**src/rtl/letreiro_scroll.sv**
```systemverilog
// rtl/letreiro_scroll.sv - scrolls "PAYSANDU" plus GAP blanks across six 4-bit HEX character codes
// Optional SCROLL_DIR_EN adds a dir input for right scrolling.
module letreiro_scroll #(
  parameter int TICKS_PER_STEP = 25000000,
  parameter int GAP            = 2
) (
  input  logic        clk,
  input  logic        reset,
  input  logic        enable,
  input  logic        restart,
`ifdef SCROLL_DIR_EN
  input  logic        dir,
`endif
  output logic [23:0] codes,
  output logic        step,
  output logic        wrap
);

  localparam int L  = 8 + GAP;
  localparam int PW = $clog2(L);
  localparam int CW = (TICKS_PER_STEP > 1) ? $clog2(TICKS_PER_STEP) : 1;
  localparam logic [PW-1:0] POS_LAST = PW'(L - 1);
  localparam logic [CW-1:0] CNT_LAST = CW'(TICKS_PER_STEP - 1);

  logic [PW-1:0] pos;
  logic [PW-1:0] pos_next;
  logic [CW-1:0] cnt;
  logic          tick;
  logic          dir_right;
  logic          wrap_hit;

`ifdef SCROLL_DIR_EN
  assign dir_right = dir;
`else
  assign dir_right = 1'b0;
`endif

  assign tick = enable && (cnt == CNT_LAST);

  always_comb begin
    pos_next = pos;
    wrap_hit = 1'b0;
    if (dir_right) begin
      pos_next = (pos == '0) ? POS_LAST : pos - PW'(1);
      wrap_hit = (pos_next == POS_LAST);
    end else begin
      pos_next = (pos == POS_LAST) ? '0 : pos + PW'(1);
      wrap_hit = (pos_next == '0);
    end
  end

  // restart shares reset's register effect, so a coincident tick is simply dropped
  always_ff @(posedge clk) begin
    if (reset || restart) begin
      pos  <= '0;
      cnt  <= '0;
      step <= 1'b0;
      wrap <= 1'b0;
    end else if (tick) begin
      cnt  <= '0;
      pos  <= pos_next;
      step <= 1'b1;
      wrap <= wrap_hit;
    end else begin
      if (enable) begin
        cnt <= cnt + CW'(1);
      end
      step <= 1'b0;
      wrap <= 1'b0;
    end
  end

  // pos+k < 2L always holds, so one conditional subtract implements the modulo
  always_comb begin
    codes = '0;
    for (int k = 0; k < 6; k++) begin
      int idx;
      idx = int'(pos) + k;
      if (idx >= L) begin
        idx = idx - L;
      end
      codes[4*(5-k) +: 4] = (idx < 8) ? 4'(idx) : 4'd8;
    end
  end

endmodule

```
**config.mk**
```make
export PLATFORM = sky130hd
export DESIGN_NAME = letreiro_scroll
export DESIGN_NICKNAME = d
export VERILOG_FILES = /design/src/rtl/letreiro_scroll.sv
export SDC_FILE = /design/constraint.sdc
export NUM_CORES = 1
export LEC_CHECK = 0
export ABC_AREA = 1
export ABC_CLOCK_PERIOD_IN_PS = 3070
export BUFFER_PORTS_ARGS = -buffer_cell sky130_fd_sc_hd__buf_2
export CORE_MARGIN = 2
export CORE_UTILIZATION = 45
export CTS_CLUSTER_DIAMETER = 30
export DETAILED_ROUTE_END_ITERATION = 10
export GPL_TIMING_DRIVEN = 0
export HOLD_SLACK_MARGIN = 0.08
export PLACE_DENSITY = 0.66
export REMOVE_ABC_BUFFERS = 1
export SYNTH_ARGS = -nofsm -noshare
export SYNTH_HDL_FRONTEND = slang
export SYNTH_SLANG_ARGS = --single-unit
```
**constraint.sdc**
```tcl
create_clock -name clk -period 3.07 [get_ports clk]
set_input_delay 0.307 -clock clk [delete_from_list [all_inputs] [get_ports clk]]
set_output_delay 0.307 -clock clk [all_outputs]
set_load 0.005 [all_outputs]
```
; ---- After elaboration in Yosys (flattened, before gate mapping)
; Cells that the tools add are included.
[word_totals]
input_bits = 4
regBits = 31
[classes]
bitwise_logic = 1
order_cmp = 12
n_mux = 14
eq_ne = 2
reduce_logical = 5
add_sub_neg = 13
[ops]
columns = op, count
row1 = $lt A32 B5 Y1 const B, 6
row2 = $mux W32, 6
row3 = $sub A5 B4 Y6 const B, 5
row4 = $mux W4, 7
row5 = $add A25 B1 Y25 const B, 1
row6 = $eq A25 B25 Y1 const B, 1
row7 = $ge A5 B4 Y1 const B, 5
row8 = $add A4 B2 Y5 const B, 2
row9 = $add A4 B3 Y5 const B, 2
row10 = $add A4 B1 Y5 const B, 1
row11 = $sub A4 B4 Y5 const B, 1
row12 = $add A4 B1 Y4 const B, 1
row13 = $eq A4 B4 Y1 const B, 1
row14 = $ge A4 B4 Y1 const B, 1
row15 = $logic_not A4 Y1, 1
row16 = $reduce_or A2 Y1, 2
row17 = $logic_and A1 B1 Y1, 1
row18 = $logic_or A1 B1 Y1, 1
row19 = $mux W1, 1
row20 = $not A1 Y1, 1

; ---- Logic depth before layout (Yosys ltp)
[depth]
depth_word = 5
mapped_depth = 15

; ---- Worst setup path after synthesis
; Ideal clock, no wire load.
[synth_timing]
path_type = reg2out
startpoint = reg pos[1]
endpoint = out codes[0]
arrival_ps = 1908
stages_incl_launch_ff = 11
n_path_buf = 1
setup_slack_ps = 855
path_cell_list = dfxtp_1 buf_4 inv_1 ha_1 inv_2 nand3_1 nand3_1 nand3_2 nand2_1 nand3_2 a21oi_1
[synth_via]
elab_chain_cells = 5
[synth_rtl]
columns = element, line_no
row1 = start: declaration, 25  ; logic [PW-1:0] pos;
row2 = start signal: assignment, 61  ; pos <= pos_next;
row3 = $add A4 B3 Y5 (*), 78  ; idx = int'(pos) + k;
row4 = $sub A5 B4 Y6 or $ge A5 B4 Y1 (tied branches), "80, 79"
row5 = $mux W32 (*), 79  ; if (idx >= L) begin
row6 = $lt A32 B5 Y1, 82  ; codes[4*(5-k) +: 4] = (idx < 8) ? 4'(idx) : 4'd8;
row7 = $mux W4 (*), 82
row8 = end: declaration, 14  ; output logic [23:0] codes,
; Mark *: on every way between the ends. The rest lies on a longest branch, timed or not.

; ---- Final worst setup path
[layout_timing]
startpoint = reg pos[3]
endpoint = out codes[6]
; Same word-level chain as after synthesis.

==> results.md <==
- The max-slew violation total from the final report was 0.
- Once detail routing completed, the nets flagged for antenna violations numbered 0.
- The number of hold-slack violations in the final timing report came to 0.
- The placer's final routability congestion estimate is 0.8183.
- Measured against its own limit, the worst slew margin works out to 26.76%.
- For this configuration, the core starts out at a cell density of 46.19%.
- Setup repair after global routing left no endpoint under its margin.
- The critical path launch point type is a flip-flop.
- The data required time at the worst endpoint is 2.76 ns.
- The final setup TNS is 0 ns.
- The number of failing setup endpoints in the final timing report is 0.
- The number of antenna violations at the first check in global routing is 0.
- Power spread over the standard cell area amounts to 237.6 nW/um^2.
- For the worst-skew pair, the clock arrives at the later sink with an insertion delay of 0.28 ns.
- Summed over its instances, the top area cell type makes up 22.83% of the synthesized netlist area.
- The combined area of the multi-input logic cells is 1792 um^2.
- The horizontal die dimension is 81.73 um.
- The number of nets at the end of the flow is 472.
- The HPWL after detailed placement is 4.448 mm.
- The number of H-tree levels is 2.
- The clock share of power is 41.1%.
- Buffers inserted to repair hold after CTS numbered 0.
- The height of the die is 81.73 um.
- For this run, asynchronously set or reset flops after synthesis account for 0%.
- The share of total power consumed by net switching is 21.40%.
- After the first detailed-routing iteration, the DRC count stood at 104.
- The antenna diode count is 0.
- STA puts the critical path data arrival time at 2.41 ns.
- The category of the critical setup timing path is flip-flop to primary output.
- The number of global-route vias before repair is 2418.
- The layout has 604 filler cells.
- The post-synthesis cell type with the largest combined area is dfxtp_1.
- In this run, synthesis inferred 0 flip-flops with an integrated enable.
- The worst clock skew is 0.002824 ns.
- In this run the standard cell core region covers 5886 um^2.
- The number of setup buffers added after CTS is 0.
- The I/O pin count is 30.
- The total power is 0.7069 mW.
- The fraction of power consumed by sequential logic is 56.9%.
- Averaged over all synthesized cells, the footprint is 6.489 um^2.
- The leakage dissipation is 1.376 nW.
- The signed area change from the synthesized netlist to the final layout is 9.434%.
- For this run the aggregate overflow at the end of global routing stands at 0.
- The dominant cell by count in the synthesized netlist is nand2_1.
- TritonCTS built the clock tree.
- The detail-routed net length per standard cell is 11.10 um.
- In the global route stage, overall resource usage came out at 19.04%.
- The run finished with clean final reports.
- The slew at the pin closest to its max-slew limit is 1.096 ns.
- The worst setup path is captured at a primary output.
- The top fanout value on the critical path is 13.
- Yosys printed 0 warnings.
- Entering global routing, the biggest net connects 30 pins.
- Using the TritonRoute via totals, the vias-per-cell ratio works out to 4.981.
- Combinational logic burns 2.0% of the power.
- The net switching component of the power is 0.1513 mW.
- The final routed wirelength across all metal layers is 5.792 mm.
- By area the synthesized netlist is led by dfxtp_1 23%, nand2_1 14%, ha_1 8.7%.
- The clock buffer count from CTS is 5.
- The placement row count is 28.
- The sequential cell area fraction in the yosys report is 22.83%.
- The maximum count of clock buffers along a single path is 2.
- Across the whole layout, storage elements account for 628.1 um^2.
- The number of standard cells after synthesis is 419.
- The wire length of the first global-routing pass is 10.14 mm.
- The clock drives 31 sinks.
- The count of port buffers added during placement is 29.
- The internal power contribution is 0.5556 mW.
- Of the cells placed in the final design, the portion with a size suffix greater than 1 is 18.12%.
- Dividing the final minimum period by the clock period gives 88.35%.
- The most used flip-flop cell after synthesis is dfxtp_1.
- The cell at the root of the clock tree is clkbuf_8.
- The die area is 6680 um^2.
- The peak supply drop is 0.1516 mV.
- The number of distinct standard cells referenced by the synthesized netlist is 35.
- Ranked by instance count, the synthesized netlist is headed by 100 x nand2_1, 55 x inv_1, 45 x nor2_1, 36 x nand3_1, 31 x dfxtp_1.
- The area of the mapped netlist is 2719 um^2.
- The number of violations of the max-capacitance limit is 0.
- The pre-antenna-repair detailed-routing pass consisted of 4 iterations.
- After synthesis the netlist holds a flip-flop and latch count of 31.
- In the post-route analysis, the smallest setup slack over all paths is 0.3577 ns.
- The post-place setup slack is 0.2464 ns.
- The clock-pin slew of the registers on the worst-case setup and hold paths is 0.06 ns.
- In the routed design, unresolved DRC markers number 0.
- Subtracting the final worst setup slack from the clock period gives 2.712 ns.
- Derived from the worst setup path, the maximum achievable clock frequency is 368.7 MHz.
- The class of the most critical hold timing path is input port to flip-flop.
- The routed via count is 2600.
-- repair_timing --
item                                    4_1_cts  5_1_grt
resized for setup                             2        2
endpoints found under the setup margin        5        4
endpoints found under the hold margin         0        0
-- final timing paths --
| check | slack (ns) | depth (start not counted) | end | start |
|---|---|---|---|---|
| setup / recovery | 0.36 | 10 | codes[6] | pos[3] |
| hold / removal | 0.32 | 3 | cnt[1] | enable |
| setup reg to reg | 0.88 | 8 | cnt[23] | cnt[0] |
| hold reg to reg | 0.48 | 2 | cnt[13] | cnt[13] |
-- power by group through the flow --
stage                     clock [mW]  combinational (mW)  sequential (mW)
after detailed placement           0              0.0142            0.413
after global routing           0.315              0.0156            0.402
after floorplan                    0             0.00841            0.413
after global placement             0              0.0139            0.413
final                          0.291              0.0141            0.402
after CTS                      0.298              0.0142            0.404
-- area by class of cell --
cell class / instances / area share [%]
clock buffers: 6 / 2.439
inverters: 63 / 8.200
multi-input cells: 318 / 60.22
flip-flops and latches: 31 / 21.11
well taps: 75 / 3.154
repair buffers: 29 / 4.878
-- critical path, cell delays in order (launching register included) --
cell	delay (ns)
dfxtp_1	0.74
ha_1	0.45
nor2_1	0.08
nand2_1	0.08
inv_1	0.05
nand2_1	0.14
nor2_1	0.06
a21oi_1	0.15
a21oi_1	0.12
a21oi_1	0.13
buf_2	0.12
-- routing by layer --
metal	up-vias	routed length [um]	track usage, %
met5	-	0	0
li1	1392	-	-
met2	29	2854	34.39
met4	0	88	6.167
met1	1170	2716	22.88
met3	9	132	2.967
-- per-stage QoR --
stage / cells / hold WS, ns / area, um^2 / utilization (%)
after floorplan: 412 / 0.4475 / 2656 / -
after global placement: 516 / 0.4668 / 2895 / 49.19
after detailed placement: 516 / 0.4695 / 2895 / 49.19
after CTS: 522 / 0.3167 / 2970 / 50.47
after global routing: 522 / 0.3304 / 2975 / 50.55
final: 522 / 0.3240 / 2975 / 50.55
-- flip-flops by register name (all words and copies together) (netlist names) --
signal,cells
cnt,25
pos,4
step,1
wrap,1
-- cell families after synthesis --
kind of cell / synth area share (%)
compound gates: 8.053
xor+xnor: 4.832
fa+ha+maj: 9.480
buf+inv: 11.27
flops: 22.83
simple gates: 43.53
-- placed cells by master, fill, tap and decap left out, types with 2 or more instances in the layout --
master / count
a211oi_1: 2
a21oi_1: 29
buf_2: 29
clkbuf_8: 5
dfxtp_1: 29
dfxtp_4: 2
ha_1: 19
inv_1: 55
inv_2: 7
nand2_1: 100
nand2_2: 8
nand3_1: 36
nand3_2: 9
nand3b_1: 2
nand4_1: 10
nor2_1: 45
nor2_2: 9
nor2_4: 4
nor3_1: 8
nor3b_1: 3
o21ai_0: 9
or2_2: 2
xnor2_1: 2
xor2_1: 13
No activity file was read; power rests on OpenSTA's default activity.
